### src/rtl/instruction_fetch_unit.sv
// Instruction fetch front end: issues sequential word reads, buffers responses with
// their PC in a small FIFO and hands them to decode; a redirect flushes and restarts.
module instruction_fetch_unit #(
  parameter logic [31:0] RESET_PC   = 32'h0000_0000,
  parameter int          FIFO_DEPTH = 4
) (
  input  logic        clk,
  input  logic        reset,
  output logic        imem_req_valid,
  input  logic        imem_req_ready,
  output logic [31:0] imem_req_addr,
  input  logic        imem_rsp_valid,
  input  logic [31:0] imem_rsp_data,
  output logic        inst_valid,
  input  logic        inst_ready,
  output logic [31:0] inst_data,
  output logic [31:0] inst_pc,
  input  logic        redirect_valid,
  input  logic [31:0] redirect_pc
);
  localparam int AW = $clog2(FIFO_DEPTH);
  localparam int CW = AW + 1;
  localparam logic [CW:0] DEPTH_W = (CW+1)'(FIFO_DEPTH);

  logic [31:0]   fetch_pc_reg;
  logic [31:0]   rsp_pc_reg;
  logic [CW-1:0] count_reg;
  logic [CW-1:0] outstanding_reg;
  logic [CW-1:0] drop_cnt_reg;
  logic [AW-1:0] wr_ptr_reg;
  logic [AW-1:0] rd_ptr_reg;
  logic [31:0]   pc_mem   [FIFO_DEPTH];
  logic [31:0]   inst_mem [FIFO_DEPTH];

  logic [CW:0] credits_used;
  logic        req_fire;
  logic        rsp_take;
  logic        push;
  logic        pop;

  // Buffered words plus in-flight requests may never exceed the buffer size,
  // so every response is guaranteed a free slot.
  assign credits_used   = {1'b0, count_reg} + {1'b0, outstanding_reg};
  assign imem_req_valid = reset & ~redirect_valid & (credits_used < DEPTH_W);
  assign imem_req_addr  = reset ? fetch_pc_reg : RESET_PC;
  assign req_fire       = imem_req_valid & imem_req_ready;

  assign rsp_take = reset & imem_rsp_valid & (outstanding_reg != '0);
  assign push     = rsp_take & ~redirect_valid & (drop_cnt_reg == '0);

  assign inst_valid = reset & (count_reg != '0) & ~redirect_valid;
  assign pop        = inst_valid & inst_ready;
  assign inst_data  = reset ? inst_mem[rd_ptr_reg] : '0;
  assign inst_pc    = reset ? pc_mem[rd_ptr_reg] : '0;

  always_ff @(posedge clk) begin
    if (push) begin
      pc_mem[wr_ptr_reg]   <= rsp_pc_reg;
      inst_mem[wr_ptr_reg] <= imem_rsp_data;
    end
  end

  always_ff @(posedge clk) begin
    if (!reset) begin
      fetch_pc_reg    <= RESET_PC;
      rsp_pc_reg      <= RESET_PC;
      count_reg       <= '0;
      outstanding_reg <= '0;
      drop_cnt_reg    <= '0;
      wr_ptr_reg      <= '0;
      rd_ptr_reg      <= '0;
    end else begin
      outstanding_reg <= outstanding_reg + CW'(req_fire) - CW'(rsp_take);
      if (redirect_valid) begin
        // Everything still in flight after this edge belongs to the old stream.
        fetch_pc_reg <= redirect_pc;
        rsp_pc_reg   <= redirect_pc;
        count_reg    <= '0;
        wr_ptr_reg   <= '0;
        rd_ptr_reg   <= '0;
        drop_cnt_reg <= outstanding_reg - CW'(rsp_take);
      end else begin
        if (req_fire) fetch_pc_reg <= fetch_pc_reg + 32'd4;
        if (push) begin
          rsp_pc_reg <= rsp_pc_reg + 32'd4;
          wr_ptr_reg <= wr_ptr_reg + AW'(1);
        end
        if (pop) rd_ptr_reg <= rd_ptr_reg + AW'(1);
        count_reg <= count_reg + CW'(push) - CW'(pop);
        if (rsp_take && (drop_cnt_reg != '0)) drop_cnt_reg <= drop_cnt_reg - CW'(1);
      end
    end
  end
endmodule
### config.mk
export PLATFORM = sky130hd
export DESIGN_NAME = instruction_fetch_unit
export DESIGN_NICKNAME = d
export VERILOG_FILES = /design/src/rtl/instruction_fetch_unit.sv
export SDC_FILE = /design/constraint.sdc
export NUM_CORES = 1
export LEC_CHECK = 0
export CAP_MARGIN = 20
export CORE_ASPECT_RATIO = 0.5
export CORE_MARGIN = 4
export CORE_UTILIZATION = 40
export CTS_BUF_LIST = sky130_fd_sc_hd__clkbuf_2
export DETAILED_ROUTE_END_ITERATION = 8
export GPL_TIMING_DRIVEN = 0
export PLACE_DENSITY = 0.64
export SYNTH_ARGS = -nofsm -noshare
export SYNTH_HDL_FRONTEND = slang
export SYNTH_SLANG_ARGS = --single-unit
### constraint.sdc
create_clock -name clk -period 4.5 [get_ports clk]
set_input_delay 0.9 -clock clk [delete_from_list [all_inputs] [get_ports clk]]
set_output_delay 0.9 -clock clk [all_outputs]
set_load 0.02 [all_outputs]
# After elaboration in Yosys (flattened, before gate mapping)
# Memory sizes are Yosys's and may differ from the RTL's. A register that Yosys moved wholly into a read port is not among the register bits.
# Index checks and enable logic that the tools add are counted.
dict set report word_totals {
  mem_count 2
  ff_bits 77
  inputBits 70
  wordCells 57
  ramBits 256
}
# name depth word_bits rd rd_clocked_by_memory_dff write_ports line
set mem_list {}
lappend mem_list {inst_mem 4 32 1 1 1 33} ;# logic [31:0] inst_mem [FIFO_DEPTH];
lappend mem_list {pc_mem 4 32 1 1 1 32} ;# logic [31:0] pc_mem [FIFO_DEPTH];
dict set report op_classes {
  add_sub_neg 11
  n_mux 15
  bitwise_logic 12
  n_lt_le_gt_ge 1
  n_reduce_logical 9
}
# op n
set op_table {}
lappend op_table {{$mux 32} 7}
lappend op_table {{$add 32x3->32 const B} 2}
lappend op_table {{$and 1x1->1} 10}
lappend op_table {{$reduce_bool 3->1} 3}
lappend op_table {{$sub 3x1->3} 3}
lappend op_table {{$mux 2} 4}
lappend op_table {{$add 3x1->3} 2}
lappend op_table {{$mux 3} 2}
lappend op_table {{$reduce_bool 2->1} 3}
lappend op_table {{$add 2x1->2 const B} 2}
lappend op_table {{$add 3x3->4} 1}
lappend op_table {{$lt 4x3->1 const B} 1}
lappend op_table {{$logic_not 3->1} 1}
lappend op_table {{$sub 3x1->3 const B} 1}
lappend op_table {{$mux 1} 2}
lappend op_table {{$not 1->1} 2}
lappend op_table {{$reduce_or 2->1} 1}
lappend op_table {{$logic_and 1x1->1} 1}

# Longest topological paths before layout
dict set report depth {
  depth_word 6
  mapped_depth 14
  mapped_depth_nobuf 14
}

# Worst setup path before layout
# Ideal clock, no wire load.
dict set report synth_path {
  path_kind {input-to-reg}
  startpoint {in redirect_valid}
  endpoint {mem inst_mem[2][0] (enable)}
  arrival_ns 3.252
  setup_time_ns 0.429
  path_slack_ns 0.819
  path_stages 5
  path_buffers 3
  path_cell_list {buf_2 > inv_1 > clkbuf_1 > clkbuf_1 > and3_1}
}
dict set report synth_via {
  elab_chain_len 5
}
# item line
set synth_rtl {}
lappend synth_rtl {{start: declaration} 18} ;# input logic redirect_valid,
lappend synth_rtl {{$not 1->1} 49} ;# assign push = rsp_take & ~redirect_valid & (drop_cnt_reg == '0);
lappend synth_rtl {{$and 1x1->1 (2 in series)} 49}
lappend synth_rtl {{$mux 1} 57} ;# if (push) begin
lappend synth_rtl {{$mux 1 (not written as such)} 59} ;# inst_mem[wr_ptr_reg] <= imem_rsp_data;
lappend synth_rtl {{end: declaration} 33}
# No other way between the ends.

# Worst setup path after layout
dict set report layout_path {
  startpoint {in reset}
  endpoint {out imem_req_addr[27]}
}
dict set report layout_via {
  elab_chain_len 1
}
# item line
set layout_rtl {}
lappend layout_rtl {{start: declaration} 8} ;# input logic reset,
lappend layout_rtl {{$mux 32} 45} ;# assign imem_req_addr = reset ? fetch_pc_reg : RESET_PC;
lappend layout_rtl {{end: declaration} 11} ;# output logic [31:0] imem_req_addr,
# No other way between the ends.

==> results.py <==
metrics = {
    "setup_path": {
        "cpLargestDelayFamily": "buffers and inverters",
        "crit_path_max_fanout": 10,
        "crit_top_cell": "clkdlybuf4s50_1",
        "critPathLaunch": "reset",
        "end_kind": "output port",
        "cp-start-kind": "input port",
        "critPathRequiredTime_ns": 3.60,
        "critical_path_arrival_ns": 3.35,
        "path_cells": "clkdlybuf4s50_1, clkbuf_2, buf_2, clkbuf_1, and2_1, clkdlybuf4s50_1",
        "path_class": "in -> out",
        "critPathBufInv": 5,
        "crit_path_max_incr_delay_ns": 0.63,
        "worst_path_max_delay_cell": "clkdlybuf4s50_1",
        "rr_startpoint": "outstanding_reg[2]",
        "timing.reg2reg.setup_slack_ns": 1.45,
    },
    "power_and_ir_drop": {
        "internal_power_w": 0.00444,
        "max-vdd-ir-drop_mv": 0.124,
        "switching_share": 0.266,
        "power.share.clock": 0.321,
        "power_leakage_nw": 5.77,
        "power_frac_seq": 0.579,
        "power_w": 0.00605,
        "cellPowerDensity_nw_per_um2": 352,
        "power.switching_w": 0.00161,
        "share_of_total_power_in_combinational_logic": 0.100,
    },
    "floorplan": {
        "rows": 48,
        "initial_core_util": 0.407,
        "die_area_um2": 38500,
        "die_y_um": 141,
        "die_x_um": 274,
        "floorplan.core_area_um2": 34700,
        "io_pins": 168,
    },
    "timing": {
        "fin_worst_hold_slack_ns": 0.460,
        "max-slew-margin-rel": 0.463,
        "setup_viol_count_final": 0,
        "final.min_clock_period_ns": 4.25,
        "finalHoldViolations": 0,
        "totalNegativeSetupSlack_ns": 0,
        "final.period_utilization": 0.945,
        "unrepaired_setup_endpoints_after_global_routing": "false",
        "final.setup_skew_ns": 0.0400,
        "max_clock_freq_mhz": 235,
        "actual_transition_at_the_worst_max_transition_pin_ns": 0.805,
        "timing_max_transition_violations_final": 0,
    },
    "yosys": {
        "synth-edff-count": 256,
        "yosys.area_share.adder": 0.0170,
        "yosys_warnings": 0,
        "yosysUniqueCellTypes": 59,
        "synth_flop_cell": "edfxtp_1",
        "synth_nets": 1051,
        "register_bit_total_from_synthesis": 335,
        "synth.cell_area_um2": 14100,
        "synth_compound_area_frac": 0.0516,
        "post_synth_mux_area_share": 0.106,
        "synth_xor_xnor_area_share": 0.0267,
        "combinational_family_with_the_most_area_after_synthesis": "simple AND/OR/NAND/NOR gates",
        "postSynthCellCount": 963,
        "ys_async_sr_fraction": 0,
        "fraction_of_the_mapped_netlist_area_in_simple_logic_gates": 0.118,
        "synthesis.area_per_instance_um2": 14.7,
        "synth_seq_area_share": 0.657,
    },
    "clock_tree": {
        "clk_path_buf_depth": 3,
        "clock_tree.root_cell": "clkbuf_2",
        "numClockSinks": 335,
        "tritoncts_clock_tree": "built",
        "cts.clk_slew.worst_paths_ns": 0.09,
        "clock_tree.htree_level_count": 3,
        "clk-insertion-delay-late_ns": 0.94,
        "cts_inserted_buffers": 80,
    },
    "global_routing": {
        "grt_pass1_vias": 9349,
        "grt_remaining_overflow": 0,
        "antenna_found_initial": 2,
        "pin_count_of_the_biggest_net_entering_global_routing": 40,
        "groute.usage.overall": 0.183,
        "global_route_wire_length_before_repair_mm": 53.7,
    },
    "drt": {
        "avgRoutedWirePerCell_um": 20.4,
        "met3_wirelength_mm": 2.01,
        "top_layer": "met4",
        "routed-wl-met2_mm": 18.1,
        "first_iter_violations": 698,
        "detail_route.drc_violations": 0,
        "drtAntennaViolNets": 0,
        "drt-met1-wl_mm": 14.8,
        "detailedRoute.firstPassIterationCount": 5,
        "drt-total-wl_mm": 35.6,
        "via_per_inst": 5.21,
        "num_vias": 9103,
    },
    "final_layout": {
        "final_net_count": 1302,
        "fin_cells": 1747,
        "top_regs": "inst_mem: 128 flops, pc_mem: 128 flops",
        "layout-area-overhead-vs-synth_pct": 22.0,
        "final_core_utilization": 0.497,
        "fraction_of_final_layout_cells_with_drive_strength_greater_than_1": 0.185,
    },
    "placed_design": {
        "place.port_buffers": 166,
        "detailedPlacementHpwl_mm": 24.4,
        "place_congestion": 0.849,
        "numPlacedInstances": 1608,
    },
    "run_status": {
        "status": "finished, final reports clean",
    },
    "min_path": {
        "holdCritPathClass": "reg -> reg",
        "hold_start": "fetch_pc_reg[1]",
    },
    "run": {
        "maxcap_violations": 0,
    },
}
==> placed cells by master (no fill, tap or decap), types with 4 or more instances in the layout <==
cell type and instances:
clkinv_1 12, o21a_1 4, edfxtp_1 256, xnor2_1 16, xor2_1 27, buf_2 12, nand2_1 41, o21ai_0 34
dfxtp_1 78, clkinv_2 4, clkdlybuf4s50_1 166, nor3_1 19, ha_1 16, and3_4 4, and2_1 94, and3_1 11
clkbuf_2 128, nand3_1 28, clkbuf_1 26, a21oi_1 47, a311oi_1 6, inv_1 22, nor2_1 43, or3_1 4
nor4_1 7, nand4_1 21, mux4_2 64, a31oi_1 5, mux2i_1 6, and4_1 7, a211oi_1 8
==> layout make-up <==
type                       instances  area (um^2)
fill                            3048        17400
sequential                       335         9270
multi-input combinational        549         4530
timing repair buffer             171         1770
tap                              475          594
clock buffer                     117          586
buffer                            53          248
clock inverter                    21          118
inverter                          24         93.8
antenna                            2         5.00
==> worst reg2reg max path: cells and delay by family (launching register included) <==
| family | cells | cell delay [ns] |
|---|---|---|
| DFF | 1 | 0.43 |
| buffers and inverters | 4 | 0.65 |
| and+or+nand+nor | 3 | 0.49 |
| adders and majority gates | 4 | 1.20 |
| xor gates and xnor gates | 1 | 0.16 |
==> metrics by stage <==
step	instance area (um^2)	setup slack [ns]
after floorplan	14100	0.819
after global placement	16400	-1.14
after detailed placement	16500	-0.412
after CTS	17200	0.00501
after global routing	17200	0.000741
final	17200	0.247
==> kinds of logic (layout without fill, tap and decap cells) <==
logic type,after synthesis,in the layout
DFF,335,335
and+or+nand+nor,297,297
AOI/OAI and AO/OA,121,121
buffers and inverters,79,386
muxes,70,70
xor gates and xnor gates,43,43
adders and majority gates,18,18
other,0,2
==> cells in the mapped netlist, drive strengths merged, types with 15 or more instances <==
| library cell | n | area [um^2] |
|---|---|---|
| ha | 16 | 200 |
| edfxtp | 256 | 7690 |
| a21oi | 47 | 235 |
| dfxtp | 79 | 1580 |
| xor2 | 27 | 236 |
| nand3 | 28 | 140 |
| buf | 15 | 85.1 |
| inv | 23 | 86.3 |
| nor2 | 43 | 161 |
| xnor2 | 16 | 140 |
| nand2 | 41 | 154 |
| o21ai | 34 | 170 |
| and3 | 16 | 101 |
| mux4 | 64 | 1440 |
| and2 | 95 | 596 |
| nor3 | 19 | 95.1 |
| nand4 | 22 | 153 |
| clkbuf | 39 | 146 |
==> what timing repair did <==
item | 4_1_cts | 5_1_grt
resized for setup | 5 | 16
hold buffers | 0 | 0
buffers inserted | 0 | 0
endpoints found under the setup margin | 73 | 48
==> power groups by stage <==
stage / clock, W / sequential [W] / combinational (W)
finish: 0.00194 / 0.00351 / 0.000605
CTS: 0.00201 / 0.00350 / 0.000607
floorplan: 0 / 0.00355 / 0.000336
global placement: 0 / 0.00357 / 0.000587
global route: 0.00219 / 0.00352 / 0.000654
detailed placement: 0 / 0.00357 / 0.000602
==> routing by layer <==
layer,global-route usage,vias to the layer above
met1,0.231,4548
met3,0.0435,54
met4,0.0663,0
met5,0,-
met2,0.312,272
li1,-,4229
==> final timing paths <==
kind,to,cells past startpoint
setup / recovery,imem_req_addr[27],6
hold / removal,fetch_pc_reg[1],2
setup reg to reg,outstanding_reg[2],12
hold reg to reg,fetch_pc_reg[1],2
Power figures use the tool's default switching activity.
